### config.mk
export PLATFORM = sky130hd
export DESIGN_NAME = vga_pixel_sink
export DESIGN_NICKNAME = d
export VERILOG_FILES = /design/src/rtl/vga_pixel_sink.sv
export SDC_FILE = /design/constraint.sdc
export NUM_CORES = 1
export LEC_CHECK = 0
export CAP_MARGIN = 20
export CORE_MARGIN = 3
export CORE_UTILIZATION = 50
export CTS_CLUSTER_DIAMETER = 30
export CTS_CLUSTER_SIZE = 8
export DETAILED_ROUTE_END_ITERATION = 7
export PLACE_DENSITY = 0.92
export SLEW_MARGIN = 20
export SYNTH_ARGS = -nofsm -noshare
export SYNTH_HDL_FRONTEND = slang
export SYNTH_SLANG_ARGS = --single-unit
export TNS_END_PERCENT = 20
### constraint.sdc
create_clock -name clk -period 4 [get_ports clk]
set_input_delay 0.6 -clock clk [delete_from_list [all_inputs] [get_ports clk]]
set_output_delay 0.6 -clock clk [all_outputs]
set_load 0.03 [all_outputs]
### src/rtl/vga_pixel_sink.sv
// vga_pixel_sink: VGA timing counters plus a two-stage pipeline that aligns
// sync and blanking with the drawer's one-clock-late draw/data.
module vga_pixel_sink #(
    parameter int H_ACTIVE = 640,
    parameter int H_FP = 16,
    parameter int H_SYNC = 96,
    parameter int H_BP = 48,
    parameter int V_ACTIVE = 480,
    parameter int V_FP = 10,
    parameter int V_SYNC = 2,
    parameter int V_BP = 33,
    parameter logic [5:0] BG_COLOR = 6'b010111
) (
    input  logic       clk,
    input  logic       rst_n,
    input  logic       draw,
    input  logic [5:0] data,
    output logic [9:0] pixel_x,
    output logic [9:0] pixel_y,
    output logic       hsync,
    output logic       vsync,
    output logic [5:0] rgb,
    output logic       frame_tick
);
    localparam int H_TOTAL = H_ACTIVE + H_FP + H_SYNC + H_BP;
    localparam int V_TOTAL = V_ACTIVE + V_FP + V_SYNC + V_BP;

    logic [9:0] r_h_cnt, r_v_cnt;
    logic       r_active_d1, r_hs_d1, r_vs_d1;
    logic       r_hsync, r_vsync, r_frame_tick;
    logic [5:0] r_rgb;
    logic       w_h_last, w_v_last, w_active, w_hs, w_vs;

    assign w_h_last = r_h_cnt == 10'(H_TOTAL - 1);
    assign w_v_last = r_v_cnt == 10'(V_TOTAL - 1);
    assign w_active = (r_h_cnt < 10'(H_ACTIVE)) && (r_v_cnt < 10'(V_ACTIVE));
    assign w_hs = !((r_h_cnt >= 10'(H_ACTIVE + H_FP)) && (r_h_cnt < 10'(H_ACTIVE + H_FP + H_SYNC)));
    assign w_vs = !((r_v_cnt >= 10'(V_ACTIVE + V_FP)) && (r_v_cnt < 10'(V_ACTIVE + V_FP + V_SYNC)));

    always_ff @(posedge clk or negedge rst_n) begin
        if (!rst_n) begin
            r_h_cnt      <= '0;
            r_v_cnt      <= '0;
            r_active_d1  <= 1'b0;
            r_hs_d1      <= 1'b1;
            r_vs_d1      <= 1'b1;
            r_rgb        <= '0;
            r_hsync      <= 1'b1;
            r_vsync      <= 1'b1;
            r_frame_tick <= 1'b0;
        end else begin
            r_h_cnt <= w_h_last ? '0 : r_h_cnt + 10'd1;
            if (w_h_last)
                r_v_cnt <= w_v_last ? '0 : r_v_cnt + 10'd1;
            r_active_d1  <= w_active;
            r_hs_d1      <= w_hs;
            r_vs_d1      <= w_vs;
            // draw/data belong to the coordinate now held in stage 1
            r_rgb        <= !r_active_d1 ? 6'b000000 : draw ? data : BG_COLOR;
            r_hsync      <= r_hs_d1;
            r_vsync      <= r_vs_d1;
            r_frame_tick <= (r_h_cnt == '0) && (r_v_cnt == 10'(V_ACTIVE));
        end
    end

    assign pixel_x    = r_h_cnt;
    assign pixel_y    = r_v_cnt;
    assign hsync      = r_hsync;
    assign vsync      = r_vsync;
    assign rgb        = r_rgb;
    assign frame_tick = r_frame_tick;
endmodule

## After elaboration in Yosys (flattened, before gate mapping)

Cells that the tools add are included.

- Bits in registers: 32
- Bits of input ports: 9
- Word-level logic and storage cells: 31

- $add $sub $neg: 2
- Order comparisons: 6
- Eq/ne operators: 3
- Muxes and demuxes: 4
- Reductions and logical operators: 7

Operators by type and width:

| operator | count |
|---|---|
| adder 10 x 1 -> 10 bit, second input constant | 2 |
| equality test 10 bit, second input constant | 2 |
| < comparator 10 bit, second input constant | 2 |
| < comparator 10 x 9 -> 1 bit, second input constant | 2 |
| two-way mux 10 bit | 2 |
| two-way mux 6 bit | 2 |
| equality test 10 x 9 -> 1 bit, second input constant | 1 |
| >= comparator 10 bit, second input constant | 1 |
| >= comparator 10 x 9 -> 1 bit, second input constant | 1 |
| logical NOT 10 bit | 1 |
| logical AND 1 bit | 4 |
| logical NOT 1 bit | 2 |

## Longest topological paths before layout

- Depth after elaboration: 3
- Depth in mapped cells: 6
- Depth with buffers taken out: 6

## Worst setup path after synthesis

No wires, ideal clock.

- Path kind: register to register
- Start: register r_h_cnt[5], in the netlist pixel_x[5]
- End: register r_v_cnt[2], in the netlist pixel_y[2]
- Library setup time: 141 ps
- Data arrival time: 1750 ps
- Slack: 2109 ps
- Stages on the path, launching flop included: 5
- Buffers on the path: 1
- Period minus slack after synthesis: 1891 ps
- Cells stage by stage: dfrtp_1 > or4b_1 > buf_2 > nor4_1 > nor2_1

- Longest elaborated chain between the ends: 1

Ends and longest elaborated chain:

| what | line | source |
|---|---|---|
| from (decl) | 28 | `logic [9:0] r_h_cnt, r_v_cnt;` |
| from (signal assigned) | 52 | `r_h_cnt <= w_h_last ? '0 : r_h_cnt + 10'd1;` |
| equality test 10 bit | 34 | `assign w_h_last = r_h_cnt == 10'(H_TOTAL - 1);` |
| to (signal assigned) | 54 | `r_v_cnt <= w_v_last ? '0 : r_v_cnt + 10'd1;` |
| to (decl) | 28 |  |

No other way between the ends.
A chain may end at the register's enable or synchronous reset.

## Final worst setup path

- Start: register r_v_cnt[3], in the netlist pixel_y[3]
- End: output port pixel_y[3]

RTL lines:

| what | line | source |
|---|---|---|
| to (decl) | 19 | `output logic [9:0] pixel_y,` |

No word-level cell between the ends.

==> metrics.log <==
[metrics] share of synthesized area spent on multiplexers: 0%
[metrics] Post-synth EDFFs: 0
[metrics] ratio of cells with drive above 1 in the final layout: around 9%
[metrics] synthesized-area fraction occupied by ao, oa, aoi and oai cells: 6.04%
[metrics] Yosys warning count: 0
[metrics] setup violation total in the final timing report: 0
[metrics] peak supply drop: 0.000324 V
[metrics] number of instances in the synthesized netlist: 130
[metrics] antenna diode count: 0
[metrics] final design utilization: around three quarters
[metrics] most used flip-flop cell after synthesis: sky130_fd_sc_hd__dfrtp_1
[metrics] Design Area, Final: between 1500 and 2000 sq um
[metrics] Fin Setup TNS: 0 ns
[metrics] number of nets with antenna violations after detailed routing: 0
[metrics] maximum clock path buffer count: 2
[metrics] CTS root buffer: sky130_fd_sc_hd__clkbuf_4
[metrics] total power after layout: about 0.56 mW
[metrics] overall global routing resource usage: around a fifth
[metrics] data arrival time of the critical path: around 1.6 ns
[metrics] pin slew with the least headroom to its limit: approximately 0.66 ns
[metrics] Mapped Area: between 1000 and 1500 sq um
[metrics] post-synthesis net count: roughly 140
[metrics] CTS tree: done
[metrics] final-report hold violation count: 0
[metrics] first-pass GRT wire length: 5.06 mm
[metrics] cts bufs inserted: 5
[metrics] 1st-iter DRT viols: 42
[metrics] pin count of the biggest net entering global routing: 33
[metrics] WL final: 3.21 mm
[metrics] crit end category: output port
[metrics] post-CTS resize count: 0
[metrics] filler cell count: 183
[metrics] number of core rows: 18
[metrics] Area growth syn-to-layout: 32.0%
[metrics] Worst-Skew Late Latency: ~0.34 ns
[metrics] max-cap check violation count: 0
[metrics] ports placed on the boundary: 38
[metrics] WHS: about 0.36 ns
[metrics] number of antenna violations at the first check in global routing: 0
[metrics] via count of the first global-routing pass: ~1,200
[metrics] mean instance size in the synthesized netlist: ~11 sq um
[metrics] Simple-Gate Fraction of Synth Area: 23.1%
[metrics] RSZ-0062 raised after global routing: false
[metrics] core region area: between 2000 and 3000 sq um
[metrics] vertical die dimension: between 50 and 60 microns
[metrics] sum of overflow across all layers after global routing: 0
[metrics] routed wire length per instance: between 15 and 20 microns
[metrics] list of most frequent post-synthesis cells: sky130_fd_sc_hd__dfrtp_1 (28), sky130_fd_sc_hd__inv_1 (11), sky130_fd_sc_hd__nand3_1 (11)
[metrics] largest area contributor in the netlist: sky130_fd_sc_hd__dfrtp_1
[metrics] number of non-filler instances in the completed layout: just over 200
[metrics] proportion of register bits with asynchronous set or reset after synthesis: 100%
[metrics] worst-case headroom to the max-slew limit: 55.4%
[metrics] Bufs and invs on worst path: 1
[metrics] adder-cell share of the synthesized area: under 10%
[metrics] leading cell types by total area after synthesis: sky130_fd_sc_hd__dfrtp_1 (48%), sky130_fd_sc_hd__dfstp_2 (7.2%), sky130_fd_sc_hd__xnor2_1 (6.0%)
[metrics] shortest clock period the worst path allows after layout: approximately 2.2 ns
[metrics] total setup buffers inserted after CTS: 0
[metrics] post-placement worst setup slack: between 1.5 and 2 ns
[metrics] max frequency: around 0.46 GHz
[metrics] HPWL reported at the end of detailed placement: around 2.3 mm
[metrics] area of the multi-input gates: about 590 sq um
[metrics] IO buf count: 37
[metrics] area share of the largest cell type after synthesis: about 48%
[metrics] Seq cells post-synth: 32
[metrics] Final #Nets: around 190
[metrics] LEAKAGE: 0.851 nW
[metrics] post-placement cell area: between 1500 and 2000 sq um
[metrics] sequential cell area in the final layout: just over 800 sq um
[metrics] RePlAce Congestion: 0.828
[metrics] Die Outline Area: between 3000 and 4000 sq um
[metrics] post-layout worst setup margin: about 1.8 ns
[metrics] type of the setup path with the least slack: flip-flop to output port
[metrics] final number of max-transition violations: 0
[metrics] largest family of logic cells by synthesized area: simple AND/OR/NAND/NOR gates
[metrics] maximum level of the CTS H-tree: 2
[metrics] HP Class: flip-flop to flip-flop
[metrics] via total after detailed routing: about 1,200
[metrics] post-route clock skew: slightly below 0.01 ns
[metrics] post-CTS clock slew at the launch and capture registers of the worst setup and hold paths: around 0.10 ns
[metrics] sequential share of the synthesized area: 55.6%
[metrics] ratio of final minimum period to clock period: 54.2%
[metrics] cts-stage hold buffer count: 0
[metrics] Crit path required time: roughly 3.4 ns
[metrics] detail-routed via count per cell: between 5 and 6
[metrics] biggest fanout along the worst timing path: 7
[metrics] Slowest-stage cell, CP: sky130_fd_sc_hd__clkdlybuf4s50_1
[metrics] outcome: complete, no violations
[metrics] number of clock sinks: 32
[metrics] starting utilization of the core area: between 50% and 60%
[metrics] Die Width: between 50 and 60 microns
[metrics] most frequent cell after synthesis: sky130_fd_sc_hd__dfrtp_1
[metrics] P per Cell Area: around 290 nW/um^2
[metrics] number of design rule violations left after detail routing: 0
[metrics] Placed Cells: 196
[metrics] sequence of cells on the critical path: clkdlybuf4s50_1
[metrics] nature of the critical path startpoint: flip-flop
[metrics] first-pass iteration count of the detailed router: 4
[metrics] delay of the slowest critical-path stage: 0.73 ns
[metrics] xor/xnor cell area share of the yosys netlist: about 7.9%
[metrics] Largest delay share family, worst path: buffers and inverters
[metrics] synth unique cells: 30
-- power by group --
part / internal, mW / total [mW] / leakage [nW] / switching (mW)
Sequential: 0.326 / 0.327 / 0.397 / 0.000756
Combinational: 0.0138 / 0.0301 / 0.417 / 0.0163
Clock: 0.0995 / 0.205 / 0.0374 / 0.106
Total: 0.440 / 0.563 / 0.851 / 0.123
-- cells in the final DEF, fill, tap and decap left out, types with 3 or more instances in the layout --
cell                              synthesis  layout
sky130_fd_sc_hd__nor4_1                   5       5
sky130_fd_sc_hd__xor2_1                   3       3
sky130_fd_sc_hd__and3_1                   7       7
sky130_fd_sc_hd__o21ai_0                  4       4
sky130_fd_sc_hd__nand3_1                 11      11
sky130_fd_sc_hd__dfrtp_1                 28      28
sky130_fd_sc_hd__inv_1                   11      11
sky130_fd_sc_hd__nor2_1                  10      10
sky130_fd_sc_hd__clkdlybuf4s50_1          0      37
sky130_fd_sc_hd__a21boi_0                 4       4
sky130_fd_sc_hd__xnor2_1                 10      10
sky130_fd_sc_hd__nand2_1                  3       3
sky130_fd_sc_hd__ha_1                     4       4
sky130_fd_sc_hd__nand4_1                  6       6
sky130_fd_sc_hd__dfstp_2                  4       4
sky130_fd_sc_hd__clkbuf_4                 0       5
-- routing by layer --
metal  wire length (microns)  track usage, %
met1                    1280            22.3
met3                     272            8.42
met2                    1550            31.8
met5                       0               0
met4                     102            10.4
-- final timing paths --
| check | from | endpoint | slack (ns) | depth (start not counted) |
|---|---|---|---|---|
| setup / recovery | pixel_y[3] | pixel_y[3] | 1.83 | 1 |
| hold / removal | r_hs_d1 | hsync | 0.36 | 0 |
| setup reg to reg | pixel_x[5] | pixel_y[7] | 1.93 | 4 |
| hold reg to reg | r_hs_d1 | hsync | 0.36 | 0 |
| max in group asynchronous | rst_n | vsync | 3.02 | 2 |
| min in group asynchronous | rst_n | pixel_y[3] | 0.64 | 2 |
-- sequential cells by signal, indices dropped and copies added, names as in the netlist --
signal	cells
vsync	1
r_active_d1	1
frame_tick	1
pixel_x	10
pixel_y	10
rgb	6
r_vs_d1	1
hsync	1
r_hs_d1	1
-- cells by family (layout without fill, tap and decap cells) --
| group | Yosys count | after routing |
|---|---|---|
| DFF | 32 | 32 |
| AOI/OAI and AO/OA | 13 | 13 |
| and+or+nand+nor | 55 | 55 |
| buffers and inverters | 13 | 56 |
| adders and majority gates | 4 | 4 |
| xor gates and xnor gates | 13 | 13 |
-- cell type report --
type,instances,area share [%]
flip-flops and latches,32,42.1
multi-input cells,85,30.7
repair buffers,38,19.7
clock buffers,7,3.40
inverters,11,2.16
well taps,30,1.96
Power figures use the tool's default switching activity.
